## src/rtl/ram_access_arbiter.sv

```systemverilog
// rtl/ram_access_arbiter.sv - round-robin arbiter sharing one synchronous RAM between two requesters
//
// Purpose:
//   Two client ports each raise req with we/addr/wdata held stable until their
//   one-cycle ack. The arbiter grants one port at a time and latches that
//   port's operation. It drives the RAM for exactly one ACCESS cycle. A read
//   spends one extra cycle in RDWAIT so the registered RAM output can be
//   captured into the granted port's rdata.
//
// Ports:
//   clk, reset               clock, synchronous active-high reset
//   req0/1, we0/1            request and write(1)/read(0) select per port
//   addr0/1, wdata0/1        word address and write data per port
//   ack0/1                   one-cycle completion pulse per port
//   rdata0/1                 last read result per port, held between reads
//   busy                     high whenever the arbiter is not idle
//   ram_address, ram_data_in RAM address / write data (latched operation)
//   ram_write_enable         RAM write strobe, ACCESS cycle of a write only
//   ram_read_enable          RAM read strobe, ACCESS cycle of a read only
//   ram_data_out             RAM registered read data

module ram_access_arbiter #(
    parameter int ADDR_WIDTH = 3,
    parameter int DATA_WIDTH = 8
) (
    input  logic                  clk,
    input  logic                  reset,
    input  logic                  req0,
    input  logic                  req1,
    input  logic                  we0,
    input  logic                  we1,
    input  logic [ADDR_WIDTH-1:0] addr0,
    input  logic [ADDR_WIDTH-1:0] addr1,
    input  logic [DATA_WIDTH-1:0] wdata0,
    input  logic [DATA_WIDTH-1:0] wdata1,
    output logic                  ack0,
    output logic                  ack1,
    output logic [DATA_WIDTH-1:0] rdata0,
    output logic [DATA_WIDTH-1:0] rdata1,
    output logic                  busy,
    output logic [ADDR_WIDTH-1:0] ram_address,
    output logic [DATA_WIDTH-1:0] ram_data_in,
    output logic                  ram_write_enable,
    output logic                  ram_read_enable,
    input  logic [DATA_WIDTH-1:0] ram_data_out
);

    typedef enum logic [1:0] {
        ST_IDLE   = 2'd0,
        ST_ACCESS = 2'd1,
        ST_RDWAIT = 2'd2
    } state_t;

    state_t                state_q,    state_d;
    logic                  ptr_q,      ptr_d;      // port that wins the next contested round
    logic                  op_we_q,    op_we_d;
    logic [ADDR_WIDTH-1:0] op_addr_q,  op_addr_d;
    logic [DATA_WIDTH-1:0] op_wdata_q, op_wdata_d;
    logic                  op_port_q,  op_port_d;  // granted port id
    logic                  ack0_q,     ack0_d;
    logic                  ack1_q,     ack1_d;
    logic [DATA_WIDTH-1:0] rdata0_q,   rdata0_d;
    logic [DATA_WIDTH-1:0] rdata1_q,   rdata1_d;

    // Port 1 wins when it is the only requester, or when both request and
    // the pointer favours it.
    logic grant1;
    assign grant1 = req1 && (!req0 || ptr_q);

    always_comb begin
        state_d    = state_q;
        ptr_d      = ptr_q;
        op_we_d    = op_we_q;
        op_addr_d  = op_addr_q;
        op_wdata_d = op_wdata_q;
        op_port_d  = op_port_q;
        ack0_d     = 1'b0;
        ack1_d     = 1'b0;
        rdata0_d   = rdata0_q;
        rdata1_d   = rdata1_q;

        case (state_q)
            ST_IDLE: begin
                if (req0 || req1) begin
                    op_port_d  = grant1;
                    op_we_d    = grant1 ? we1    : we0;
                    op_addr_d  = grant1 ? addr1  : addr0;
                    op_wdata_d = grant1 ? wdata1 : wdata0;
                    // The loser gets priority next time, so neither port starves.
                    ptr_d      = ~grant1;
                    state_d    = ST_ACCESS;
                end
            end
            ST_ACCESS: begin
                if (op_we_q) begin
                    state_d = ST_IDLE;
                    if (op_port_q) begin
                        ack1_d = 1'b1;
                    end else begin
                        ack0_d = 1'b1;
                    end
                end else begin
                    state_d = ST_RDWAIT;
                end
            end
            ST_RDWAIT: begin
                // RAM output registered during ACCESS is valid now.
                state_d = ST_IDLE;
                if (op_port_q) begin
                    rdata1_d = ram_data_out;
                    ack1_d   = 1'b1;
                end else begin
                    rdata0_d = ram_data_out;
                    ack0_d   = 1'b1;
                end
            end
            default: begin
                state_d = ST_IDLE;
            end
        endcase
    end

    always_ff @(posedge clk) begin
        if (reset) begin
            state_q    <= ST_IDLE;
            ptr_q      <= 1'b0;
            op_we_q    <= 1'b0;
            op_addr_q  <= '0;
            op_wdata_q <= '0;
            op_port_q  <= 1'b0;
            ack0_q     <= 1'b0;
            ack1_q     <= 1'b0;
            rdata0_q   <= '0;
            rdata1_q   <= '0;
        end else begin
            state_q    <= state_d;
            ptr_q      <= ptr_d;
            op_we_q    <= op_we_d;
            op_addr_q  <= op_addr_d;
            op_wdata_q <= op_wdata_d;
            op_port_q  <= op_port_d;
            ack0_q     <= ack0_d;
            ack1_q     <= ack1_d;
            rdata0_q   <= rdata0_d;
            rdata1_q   <= rdata1_d;
        end
    end

    // Address/data simply hold the latched operation; only the strobes are
    // qualified by state, so they are mutually exclusive by construction.
    assign ram_address      = op_addr_q;
    assign ram_data_in      = op_wdata_q;
    assign ram_write_enable = (state_q == ST_ACCESS) &&  op_we_q;
    assign ram_read_enable  = (state_q == ST_ACCESS) && !op_we_q;
    assign busy             = (state_q != ST_IDLE);
    assign ack0             = ack0_q;
    assign ack1             = ack1_q;
    assign rdata0           = rdata0_q;
    assign rdata1           = rdata1_q;

endmodule
```

## config.mk

```make
export PLATFORM = sky130hd
export DESIGN_NAME = ram_access_arbiter
export DESIGN_NICKNAME = d
export VERILOG_FILES = /design/src/rtl/ram_access_arbiter.sv
export SDC_FILE = /design/constraint.sdc
export NUM_CORES = 1
export LEC_CHECK = 0
export ABC_AREA = 0
export CAP_MARGIN = 15
export CORE_MARGIN = 2
export CORE_UTILIZATION = 40
export DETAILED_ROUTE_END_ITERATION = 10
export PLACE_DENSITY = 0.76
export SLEW_MARGIN = 20
export SYNTH_ARGS = -nofsm -noshare
export SYNTH_HDL_FRONTEND = slang
export SYNTH_SLANG_ARGS = --single-unit
```

## constraint.sdc

```tcl
create_clock -name clk -period 1.6 [get_ports clk]
set_input_delay 0.48 -clock clk [delete_from_list [all_inputs] [get_ports clk]]
set_output_delay 0.48 -clock clk [all_outputs]
set_load 0.05 [all_outputs]
```

==> results of run 1 <==
## state kept, by name (all words and copies together) (netlist names)
| signal | flops |
|---|---|
| ack0 | 1 |
| ram_address | 3 |
| ptr_q | 1 |
| op_port_q | 1 |
| ram_data_in | 8 |
| state_q | 2 |
| ack1 | 1 |
| op_we_q | 1 |
| rdata1 | 8 |
| rdata0 | 8 |
## timing repair
item,CTS,global route
pin swaps,3,7
buffers inserted,5,5
gates resized for setup,14,8
endpoints found under the setup margin,15,28
endpoints found under the hold margin,0,0
hold buffers,0,0
## per-stage QoR
step,std cells,setup slack (ns),TNS (ns)
floorplan,139,0.136,0
global placement,251,-0.350,-4.35
detailed placement,251,-0.449,-5.46
CTS,264,-0.133,-0.343
global route,266,-0.159,-0.691
finish,266,-0.119,-0.296
## worst paths after layout
kind              start  depth (start not counted)               end  slack [ns]
max reg2reg  state_q[0]                          7    ram_data_in[0]        0.06
min           rdata1[6]                          2         rdata1[6]        0.50
max          state_q[0]                          4  ram_write_enable       -0.12
min reg2reg   rdata1[6]                          2         rdata1[6]        0.50
## cell usage after synthesis (2+ instances only)
master	count
sky130_fd_sc_hd__a21oi_1	8
sky130_fd_sc_hd__a221o_1	10
sky130_fd_sc_hd__a221o_2	2
sky130_fd_sc_hd__buf_2	2
sky130_fd_sc_hd__buf_6	5
sky130_fd_sc_hd__clkbuf_1	3
sky130_fd_sc_hd__dfxtp_1	34
sky130_fd_sc_hd__ha_1	3
sky130_fd_sc_hd__inv_1	2
sky130_fd_sc_hd__mux2i_1	9
sky130_fd_sc_hd__nand2_1	11
sky130_fd_sc_hd__nand3_1	8
sky130_fd_sc_hd__nor2_1	12
sky130_fd_sc_hd__nor3_1	2
sky130_fd_sc_hd__nor3b_1	13
## where the power goes
group	switching [W]	internal [W]
logic	0.000383	0.000435
registers	0.0000601	0.000905
clock network	0.000293	0.000211
## cells by family after synthesis
group	count (synthesis)	share of synthesized area, %
DFF	34	47.7
AOI/OAI and AO/OA	24	13.8
and+or+nand+nor	55	22.7
muxes	9	6.31
adders and majority gates	3	2.63
buffers and inverters	14	6.92
## layout make-up
| cell class | count | area share [%] |
|---|---|---|
| inverter | 3 | 0.798 |
| clock inverter | 2 | 0.470 |
| multi-input combinational | 91 | 26.5 |
| tap | 46 | 2.16 |
| sequential | 34 | 25.6 |
| timing repair buffer | 84 | 42.5 |
| clock buffer | 6 | 1.93 |
## worst reg2reg max path, stage by stage, from the launching register on
cell	delay (ns)
sky130_fd_sc_hd__dfxtp_2	0.36
sky130_fd_sc_hd__buf_4	0.12
sky130_fd_sc_hd__inv_4	0.03
sky130_fd_sc_hd__ha_4	0.17
sky130_fd_sc_hd__buf_6	0.13
sky130_fd_sc_hd__nand3b_1	0.14
sky130_fd_sc_hd__a21oi_4	0.09
sky130_fd_sc_hd__a221o_2	0.40
## routing by layer
layer	track usage (%)	part of all wire, %	vias up
met5	0	0	-
li1	-	-	660
met1	19.6	36	612
met4	8.42	2.0	0
met2	39.7	52	75
met3	7.75	10	9
## placed cells by master (no fill, tap or decap), drive strengths merged
cell	instances
nor2b	2
nand2b	1
buf	49
nor3b	13
dfxtp	34
clkdlybuf4s50	34
inv	3
nand2	11
ha	3
nor2	12
a21oi	9
clkinv	1
o21a	1
a32oi	1
clkbuf	6
a22oi	1
and2	1
mux2i	9
nand3	8
nand3b	1
or2b	1
nor4b	2
a221o	12
dlymetal6s2s	1
nor4bb	1
nor3	2
clkinvlp	1
==> out/results.txt, run 1 <==
number of buffers created by CTS: 5
final weighted congestion in routability-driven placement: 0.798
number of synthesis warnings: 0
number of buffers on the longest clock path: 2
grt total ovfl: 0
smallest hold slack: 0.500 ns
Setup Viol. Count Final: 3
post-detailed-placement half-perimeter wirelength: 2980 um
top flip-flop cell by instance count after synthesis: sky130_fd_sc_hd__dfxtp_1
I/O pin count: 68
dominant delay contributor by cell family on the critical path: flip-flops
worst min path class: register to register
number of H-tree levels: 2
area grow syn2layout: 86.6%
post-synthesis sequential area ratio: 47.7%
Post-Synthesis Net Count: 178
setup repair after global routing missed its margin: yes
Placeable Area: 3390 um2
Wirelength per Cell: 15.0 um
endpoints failing hold: 0
DR iter-0 viols: 50
area of the multi-input gates: 706 um2
maximum fanout encountered on the critical timing path: 2
critical-path cell list: buf_6, ha_4, and2_4, buf_12
TritonCTS sink count: 34
pin count of the biggest net entering global routing: 23
Leak Pwr: 1.07 nW
# nets final: 258
# fillers: 192
number of antenna cells inserted: 0
Die Width: 63.7 um
dominant cells by area after synthesis: sky130_fd_sc_hd__dfxtp_1 (48%), sky130_fd_sc_hd__a221o_1 (7.0%), sky130_fd_sc_hd__nor3b_1 (6.8%), sky130_fd_sc_hd__mux2i_1 (6.3%), sky130_fd_sc_hd__buf_6 (3.9%)
stage delay of the slowest cell on the critical path: 0.34 ns
period utilisation layout: 107%
area share of the leading cell type in the synthesized netlist: 47.7%
Worst-path clk slew: 0.11 ns
die extent in y: 63.7 um
P per Cell Area: 858 nW/um2
Synth Area per Inst: 10.3 um2
DR pass1 iterations: 4
element type at the critical path end: output pin
max capacitance violation total: 0
outcome: finished with violations
max-slew headroom at the worst pin: 77.9%
dpl cell area: 2470 um2
number of synthesized flops with an enable pin: 0
post-detailed-route count of antenna-violating nets: 0
total count of max-transition violations in the final report: 0
worst setup skew after layout: 0.0119 ns
first-pass GRT wire length: 6530 um
distinct cell type count after synthesis: 30
cell chosen for the clock root: sky130_fd_sc_hd__clkbuf_4
biggest area consumer among synthesized cells: sky130_fd_sc_hd__dfxtp_1
CTS tree: built
DRC: 0
async set or reset register ratio after synthesis: 0%
Final Power: 0.00229 W
violated checks: negative setup slack
overall via count from detail_route: 1356
number of antenna violations at the first check in global routing: 0
die area: 4060 um2
Critical Path Slowest Stage Cell: sky130_fd_sc_hd__dfxtp_2
count of buffers from port buffering: 67
final core area utilization: 78.6%
number of global-route vias before repair: 1403
max frequency: 582 MHz
total buffers and inverters traversed by the critical path: 2
Setup Crit Path Kind: register to output pin
data arrival time of the critical path: 1.24 ns
worst vdd rail ir drop: 472 uV
Mapped Area: 1430 um2
post-route worst setup slack: -0.119 ns
total routing resource utilization after global routing: 20.7%
later-pin clock latency in the skew report: 0.34 ns
required time of the worst setup path: 1.12 ns
Initial Util: 42.1%
share of final-layout standard cells stronger than drive strength 1: 34.1%
number of vias per cell: 5.10
area of all placed cells without fillers: 2660 um2
Cell Rows: 21
synthesized instance count: 139
Reg area: 683 um2
Total Routed Length: 3980 um
number of storage elements in the synthesis netlist: 34
type of element launching the critical path: register
slew at the pin closest to its max-slew limit: 0.331 ns
final critical path time including I/O delays and setup: 1.72 ns
Power figures use the tool's default switching activity.
==> run 2: changes to the inputs <==
MAX_ROUTING_LAYER = met4   (was unset)
TNS_END_PERCENT = 30   (was unset)
==> out/results.txt, run 2 (same netlist as run 1, synthesis figures left out) <==
outcome: finished with violations
violated checks: negative setup slack
DR pass1 iterations: 4 (unchanged)
# fillers: 192 (unchanged)
max-slew headroom at the worst pin: 78.2% (+0.33 points)
first-pass GRT wire length: 6530 um (-0.11%)
DRC: 0 (unchanged)
Initial Util: 42.1% (unchanged)
grt total ovfl: 0 (unchanged)
endpoints failing hold: 0 (unchanged)
# nets final: 258 (unchanged)
Worst-path clk slew: 0.11 ns (about the same)
post-detailed-route count of antenna-violating nets: 0 (unchanged)
Leak Pwr: 1.07 nW (+0.65%)
type of element launching the critical path: register
Setup Crit Path Kind: register to output pin
number of buffers on the longest clock path: 2 (unchanged)
die extent in y: 63.7 um (unchanged)
Total Routed Length: 3960 um (-0.48%)
worst setup skew after layout: 0.0116 ns (-0.000336 ns)
TritonCTS sink count: 34 (unchanged)
total count of max-transition violations in the final report: 0 (unchanged)
dpl cell area: 2470 um2 (unchanged)
area grow syn2layout: 86.2%
DR iter-0 viols: 51 (+2.0%)
maximum fanout encountered on the critical timing path: 2 (unchanged)
Die Width: 63.7 um (unchanged)
max capacitance violation total: 0 (unchanged)
required time of the worst setup path: 1.12 ns (about the same)
cell chosen for the clock root: sky130_fd_sc_hd__clkbuf_4
Cell Rows: 21 (unchanged)
die area: 4060 um2 (unchanged)
most used cells in the layout excluding fill and tap cells: sky130_fd_sc_hd__clkdlybuf4s50_1 (34), sky130_fd_sc_hd__dfxtp_1 (32), sky130_fd_sc_hd__buf_12 (32)
post-route worst setup slack: -0.118 ns (+0.000927 ns)
CTS tree: built
area of all placed cells without fillers: 2660 um2 (-0.23%)
P per Cell Area: 859 nW/um2 (+0.13%)
number of buffers created by CTS: 5 (unchanged)
total buffers and inverters traversed by the critical path: 2 (unchanged)
number of instances on the worst hold path: 2 (unchanged)
share of final-layout standard cells stronger than drive strength 1: 33.2% (-0.91 points)
pin count of the biggest net entering global routing: 23 (unchanged)
Setup Viol. Count Final: 3 (unchanged)
CTS hold repair buffers: 0 (unchanged)
total routing resource utilization after global routing: 21.4% (+0.61 points)
Wirelength per Cell: 14.9 um (-0.48%)
Critical Path Slowest Stage Cell: sky130_fd_sc_hd__dfxtp_2
period utilisation layout: 107% (about the same)
number of H-tree levels: 2 (unchanged)
commonest non-fill, non-tap cell in the layout: sky130_fd_sc_hd__clkdlybuf4s50_1
CP Depth: 4 (unchanged)
dominant delay contributor by cell family on the critical path: flip-flops
slew at the pin closest to its max-slew limit: 0.326 ns (-0.00496 ns)
setup repair after global routing missed its margin: yes
final critical path time including I/O delays and setup: 1.72 ns (-0.000927 ns)
number of antenna violations at the first check in global routing: 0 (unchanged)
worst vdd rail ir drop: 472 uV (about the same)
Final Non-Filler Cells: 266 (unchanged)
element type at the critical path end: output pin
final weighted congestion in routability-driven placement: 0.809 (+1.4%)
count of buffers from port buffering: 67 (unchanged)
later-pin clock latency in the skew report: 0.34 ns (about the same)
data arrival time of the critical path: 1.24 ns (about the same)
Placeable Area: 3390 um2 (unchanged)
overall via count from detail_route: 1368 (+0.88%)
max frequency: 582 MHz (about the same)
placed cells: 251 (unchanged)
setup_tns: -0.292 ns (+0.00370 ns)
number of global-route vias before repair: 1408 (+0.36%)
number of vias per cell: 5.14 (+0.88%)
reg2reg path depth: 7 (unchanged)
critical-path cell list: buf_6, ha_4, and2_4, buf_12
stage delay of the slowest cell on the critical path: 0.34 ns (about the same)
post-detailed-placement half-perimeter wirelength: 2980 um (unchanged)
I/O pin count: 68 (unchanged)
number of antenna cells inserted: 0 (unchanged)
worst min path class: register to register
==> run 2: changes by cell type in the layout (fill, tap and decap cells not counted) <==
cell and change:
sky130_fd_sc_hd__ha_1 +1, sky130_fd_sc_hd__ha_2 -1, sky130_fd_sc_hd__mux2i_2 -1, sky130_fd_sc_hd__mux2i_1 +1
==> run 2: per-stage QoR <==
step | worst slack [ns] | utilization [%] | total power, W | hold slack, ns
after floorplan | 0.136 | - | 0.00134 | 0.481
after global placement | -0.350 | 72.8 | 0.00170 | 0.483
after detailed placement | -0.449 | 72.8 | 0.00172 | 0.485
after CTS | -0.133 | 77.4 | 0.00228 | 0.500
after global routing | -0.159 | 78.4 | 0.00237 | 0.541
final | -0.118 | 78.4 | 0.00228 | 0.500
==> run 2: layer usage <==
metal | track usage (%) | part of all wire (%) | wire (um) | vias up
li1 | - | - | - | 660
met1 | 20.7 | 36 | 1440 | 622
met2 | 39.7 | 52 | 2070 | 75
met3 | 6.16 | 8.7 | 346 | 11
met4 | 8.42 | 2.6 | 102 | 0
met5 | - | 0 | 0 | -
==> run 2: path summary, 6_finish.rpt <==
kind / start / endpoint / slack, ns
hold reg to reg: rdata1[6] / rdata1[6] / 0.50
setup reg to reg: state_q[0] / ram_data_in[4] / 0.05
hold / removal: rdata1[6] / rdata1[6] / 0.50
setup / recovery: state_q[0] / ram_write_enable / -0.12
==> run 2: repair_timing <==
item	4_1_cts	5_1_grt
gates resized for setup	14	6
buffers inserted	5	2
setup endpoints to repair	15	28
pin swaps	3	2
==> run 2: power by group <==
| part | internal (W) | switching, W |
|---|---|---|
| clock network | 0.000211 | 0.000293 |
| registers | 0.000905 | 0.0000596 |
| logic | 0.000434 | 0.000382 |
==> run 2: tightest hold or removal path: stages, from the launching register on <==
cell	delay (ns)
sky130_fd_sc_hd__dfxtp_1	0.35
sky130_fd_sc_hd__nand2_1	0.06
sky130_fd_sc_hd__a21oi_1	0.05
==> run 2: cell type report <==
| type | count | area (um2) | area share [%] |
|---|---|---|---|
| well taps | 46 | 57.6 | 2.17 |
| clock buffers | 6 | 51.3 | 1.93 |
| clock inverters | 2 | 12.5 | 0.471 |
| inverters | 3 | 21.3 | 0.800 |
| multi-input cells | 91 | 699 | 26.3 |
| flip-flops and latches | 34 | 683 | 25.7 |
| repair buffers | 84 | 1130 | 42.6 |
==> run 3: changes to the inputs <==
PLACE_DENSITY = 0.91   (was 0.76)
SKIP_LAST_GASP = 1   (was unset)
==> out/results.txt, run 3 (same netlist as run 1, synthesis figures left out) <==
required time of the worst setup path: 1.12 ns (about the same)
P per Cell Area: 891 nW/um2 (+3.6%)
# nets final: 255 (-1.2%)
setup repair after global routing missed its margin: yes
type of element launching the critical path: register
maximum fanout encountered on the critical timing path: 2 (unchanged)
commonest non-fill, non-tap cell in the layout: sky130_fd_sc_hd__clkdlybuf4s50_1
final weighted congestion in routability-driven placement: 0.801 (-0.94%)
number of vias per cell: 5.16 (+0.33%)
number of antenna cells inserted: 0 (unchanged)
I/O pin count: 68 (unchanged)
endpoints failing hold: 0 (unchanged)
Flop pwr share: 41.4% (-0.8 points)
outcome: finished with violations
DR pass1 iterations: 4 (unchanged)
worst setup timing slack at the placement stage: -0.410 ns (+0.0383 ns)
design internal power: 0.00162 W (+4.5%)
number of buffers created by CTS: 5 (unchanged)
overall via count from detail_route: 1357 (-0.80%)
Die Width: 63.7 um (unchanged)
Total Routed Length: 3880 um (-2.1%)
smallest hold slack: 0.494 ns (-0.00567 ns)
die extent in y: 63.7 um (unchanged)
DRC: 0 (unchanged)
fraction of power spent switching nets: 30.8% (-1.4 points)
post-detailed-route count of antenna-violating nets: 0 (unchanged)
Cell Rows: 21 (unchanged)
proportion of power drawn by the clock network: 25.0% (+2.9 points)
die area: 4060 um2 (unchanged)
post-route worst setup slack: -0.0955 ns (+0.0225 ns)
Wirelength per Cell: 14.7 um (-0.95%)
Comb power frac: 33.6% (-2.1 points)
Setup Crit Path Kind: register to output pin
Setup Viol. Count Final: 3 (unchanged)
number of buffers on the longest clock path: 2 (unchanged)
Worst-path clk slew: 0.10 ns (about the same)
TritonCTS sink count: 34 (unchanged)
data arrival time of the critical path: 1.22 ns (-0.02 ns)
count of buffers from port buffering: 67 (unchanged)
number of global-route vias before repair: 1399 (-0.64%)
final critical path time including I/O delays and setup: 1.70 ns (-0.0225 ns)
later-pin clock latency in the skew report: 0.34 ns (about the same)
Placeable Area: 3390 um2 (unchanged)
share of final-layout standard cells stronger than drive strength 1: 31.8% (-1.4 points)
worst vdd rail ir drop: 600 uV (+27%)
first-pass GRT wire length: 6560 um (+0.52%)
area grow syn2layout: 84.0%
worst setup skew after layout: 0.00701 ns (-0.00459 ns)
number of H-tree levels: 2 (unchanged)
Leak Pwr: 1.05 nW (-1.9%)
max frequency: 590 MHz (+1.3%)
DR iter-0 viols: 69 (+35%)
# fillers: 219 (+14%)
total routing resource utilization after global routing: 21.9% (+0.56 points)
slew at the pin closest to its max-slew limit: 0.355 ns (+0.0292 ns)
most used cells in the layout excluding fill and tap cells: sky130_fd_sc_hd__clkdlybuf4s50_1 (35), sky130_fd_sc_hd__dfxtp_1 (32), sky130_fd_sc_hd__buf_12 (32)
grt total ovfl: 0 (unchanged)
post-detailed-placement half-perimeter wirelength: 2930 um (-1.6%)
Initial Util: 42.1% (unchanged)
NetSw: 0.000720 W (-2.0%)
max capacitance violation total: 0 (unchanged)
total count of max-transition violations in the final report: 0 (unchanged)
element type at the critical path end: output pin
CTS tree: built
worst min path class: register to register
period utilisation layout: 106% (-1.4 points)
cell chosen for the clock root: sky130_fd_sc_hd__clkbuf_4
pin count of the biggest net entering global routing: 20 (-13%)
max-slew headroom at the worst pin: 76.3% (-1.9 points)
number of antenna violations at the first check in global routing: 0 (unchanged)
violated checks: negative setup slack
-- run 3: layout make-up --
| type | instances | area, um2 | area share, % |
|---|---|---|---|
| multi-input combinational | 91 | 691 | 26.3 |
| timing repair buffer | 81 | 1100 | 41.7 |
| clock buffer | 8 | 78.8 | 3.00 |
| sequential | 34 | 686 | 26.1 |
| tap | 46 | 57.6 | 2.19 |
| inverter | 3 | 18.8 | 0.714 |
-- run 3: power groups by stage --
stage	Combinational [W]	Clock, W	Sequential (W)
after floorplan	0.000241	0	0.00110
after global placement	0.000733	0	0.000978
final	0.000786	0.000585	0.000969
after CTS	0.000789	0.000598	0.000969
after detailed placement	0.000744	0	0.000981
after global routing	0.000825	0.000645	0.000977
-- run 3: critical path: stages, from the launching register on --
cell                      delay, ns
sky130_fd_sc_hd__dfxtp_2       0.37
sky130_fd_sc_hd__inv_4         0.05
sky130_fd_sc_hd__ha_4          0.15
sky130_fd_sc_hd__and2_4        0.16
sky130_fd_sc_hd__buf_12        0.14
-- run 3: per-stage QoR --
step           total power, W  cells  instance area [um2]  setup TNS (ns)  utilization, %
2_1_floorplan         0.00134    139                 1430               0               -
3_3_place_gp          0.00171    251                 2470           -4.33            72.8
3_5_place_dp          0.00173    251                 2470           -5.13            72.8
4_1_cts               0.00236    263                 2630          -0.331            77.6
5_1_grt               0.00245    263                 2630          -0.433            77.5
6_report              0.00234    263                 2630          -0.216            77.5
-- run 3: path summary, 6_finish.rpt --
check / startpoint / to / slack, ns / cells after the start
worst min register to register: rdata1[5] / rdata1[5] / 0.49 / 2
worst max register to register: state_q[0] / ram_data_in[0] / 0.06 / 8
worst min-delay path: rdata1[5] / rdata1[5] / 0.49 / 2
worst max-delay path: state_q[1] / ram_write_enable / -0.1 / 4
-- run 3: what timing repair did --
item	4_1_cts	5_1_grt
hold buffers	0	0
hold endpoints to repair	0	0
gates resized for setup	15	0
endpoints found under the setup margin	15	6
setup buffers	4	1
pin swaps	2	1
-- run 3: per-layer routing --
layer | track usage, % | vias to the layer above | part of all wire (%)
li1 | - | 653 | -
met5 | - | - | 0
met2 | 35.5 | 71 | 49
met4 | 10.6 | 0 | 2.5
met1 | 24.1 | 624 | 41
met3 | 7.57 | 9 | 8.2
==> RTL change (config.mk and constraints of run 3) <==
Re-encode `state_t` (3 states) as one-hot, 3 bits wide.
--- a/src/rtl/ram_access_arbiter.sv
+++ b/src/rtl/ram_access_arbiter.sv
@@ -46,8 +46,8 @@
 );
 
-    typedef enum logic [1:0] {
-        ST_IDLE   = 2'd0,
-        ST_ACCESS = 2'd1,
-        ST_RDWAIT = 2'd2
+    typedef enum logic [2:0] {
+        ST_IDLE   = 3'b001,
+        ST_ACCESS = 3'b010,
+        ST_RDWAIT = 3'b100
     } state_t;
 
Function: same outputs for any inputs over 10 cycles, from zero or initial values and one cycle with reset high; not proved beyond that.
==> RTL change against run 3 <==
  * The run still ends with setup timing left
  * Worst setup slack better by 0.0084 ns
  * First-iteration DRC count down 4.3%
  * Design area rose by 8.0%
  * Via count grew 4.7%
  * Sequential cell count is 1 higher
  * Combinational power is 7.4% lower
  * Area after synthesis grew 9.1%
  * Wire length rose by 17%
  * Total power up 3.3%
==> RTL change: results (changes against run 3) <==
stage	metric	value	unit	change
route	wl	4.52	mm	was 3.88 mm
timing	skew	0.00333	ns	was 0.00701 ns
timing	worst_pin_slew	0.495	ns	was 0.355 ns
finish	n_fill_cell	237		was 219
timing	finalSetupTns	-0.255	ns	was -0.216 ns
timing	setup_viol	4		was 3
clock_network	clockBufferDepth	2		unchanged
synthesis	syn_nets	174		was 178
clock_network	clock_latency	0.29	ns	was 0.34 ns
synthesis	seq_area_frac_synth	45.0	%	was 47.7%
finish	nets	256		was 255
finish	antenna_cells	0		unchanged
clock_network	cts_root_buf	clkbuf_8		was clkbuf_4
run_status	status	finished with violations		unchanged
grt	antenna_found_initial	0		unchanged
synthesis	ys_warn_count	0		unchanged
route	vias	1421		was 1357
critical_path	crit_slowest_cell	dfxtp_1		was dfxtp_2
synthesis	synth-main-ff-cell	dfxtp_1		unchanged
critical_path	cp_max_fo	4		was 2
critical_path	critPathMaxStageDelay	0.37	ns	about the same
synthesis	netlist_top_cells_count	35 x dfxtp_1, 17 x nand2_1, 10 x a221o_1		was 34 x dfxtp_1, 13 x nor3b_1, 12 x nor2_1
grt	grt_pass1_wl	7.24	mm	was 6.56 mm
critical_path	cp.arrival	1.21	ns	
clock_network	cts_made_buffers	5		unchanged
hold_path	hold_class	flop to flop		unchanged
synthesis	yosys.cell_types.count	31		was 30
timing	fin_ws	-0.0871	ns	was -0.0955 ns
pwr	p_leak	1.03	nW	was 1.05 nW
grt	grtUsageTotal	23.3	%	was 21.9%
route	drt_iter0_drc	66		was 69
synthesis	async_flop_share	0	%	unchanged
finish	layout-drive-gt1-share	37.6	%	was 31.8%
grt	grt_max_degree	20		unchanged
place	dpl.hpwl	3.10	mm	was 2.93 mm
run_status	violations	setup timing		unchanged
clock_network	clk_pin_slew	0.07	ns	was 0.10 ns
place	port_buffers	67		unchanged
hold_path	hold_depth	2		unchanged
critical_path	rr_worst_depth	7		was 8
route	drc_errors	0		unchanged
place	place_congestion	0.751		was 0.801
synthesis	synthTopCellsByArea	dfxtp_1 45%, nor4b_2 7.7%, a221o_1 6.4%		was dfxtp_1 48%, a221o_1 7.0%, nor3b_1 6.8%
route	firstDrtPassIters	4		unchanged
route	viasPerCell	5.28		was 5.16
pwr	peakVddDrop	535	uV	was 600 uV
synthesis	synthCells	138		was 139
clock_network	htreeDepth	2		unchanged
grt	first_global_vias	1526		was 1399
place	dp_cells	250		was 251
RTL change: area by class of cell:
cell class | instances | area [um^2] | share of cell area, %
multi-input combinational | 89 | 788 | 27.8
inverter | 2 | 7.51 | 0.264
clock buffer | 8 | 100 | 3.53
timing repair buffer | 87 | 1180 | 41.4
sequential | 35 | 707 | 24.9
tap | 48 | 60.1 | 2.12
RTL change: path summary, 6_finish.rpt:
kind	from	end	slack [ns]
max	op_we_q	ram_read_enable	-0.09
min	rdata0[1]	rdata0[1]	0.50
max reg2reg	state_q[0]	ram_data_in[0]	0.03
min reg2reg	rdata0[1]	rdata0[1]	0.50
RTL change: cells by family (layout without fill, tap and decap cells):
kind of cell           after synthesis  after routing  share of synthesized area, %
multiplexers                         8              8                          5.14
AND/OR/NAND/NOR                     54             54                          28.3
flip-flops                          35             35                          45.0
buffers and inverters               14             97                          7.31
AO/OA/AOI/OAI                       27             27                          14.3
RTL change: power by group:
part           internal [mW]  total, mW  switching, mW
sequential             0.922      0.986         0.0645
clock                  0.393      0.701          0.309
combinational          0.400      0.728          0.328
RTL change: worst max-delay path: cells and delay by family (launching register included):
family,cells,cell delay (ns)
simple gates,1,0.37
buf+inv,1,0.18
flops,1,0.37
RTL change: stage by stage:
step                      worst slack (ns)  cell area (um^2)
after floorplan                     0.0430              1570
after global routing                -0.146              2840
after global placement              -0.490              2580
after detailed placement            -0.536              2580
after CTS                           -0.131              2800
final                              -0.0871              2840
RTL change: repair_timing:
action / CTS / global route
pin swaps: 4 / 1
setup endpoints to repair: 15 / 15
gates resized for setup: 7 / 5
endpoints found under the hold margin: 0 / 0
setup buffers: 9 / 2
RTL change: per-layer routing:
layer,wire length [um],vias to the layer above,GRT usage [%]
met2,2210,74,40.3
li1,-,672,-
met3,344,8,8.01
met4,100,0,9.18
met5,0,-,-
met1,1860,667,24.3
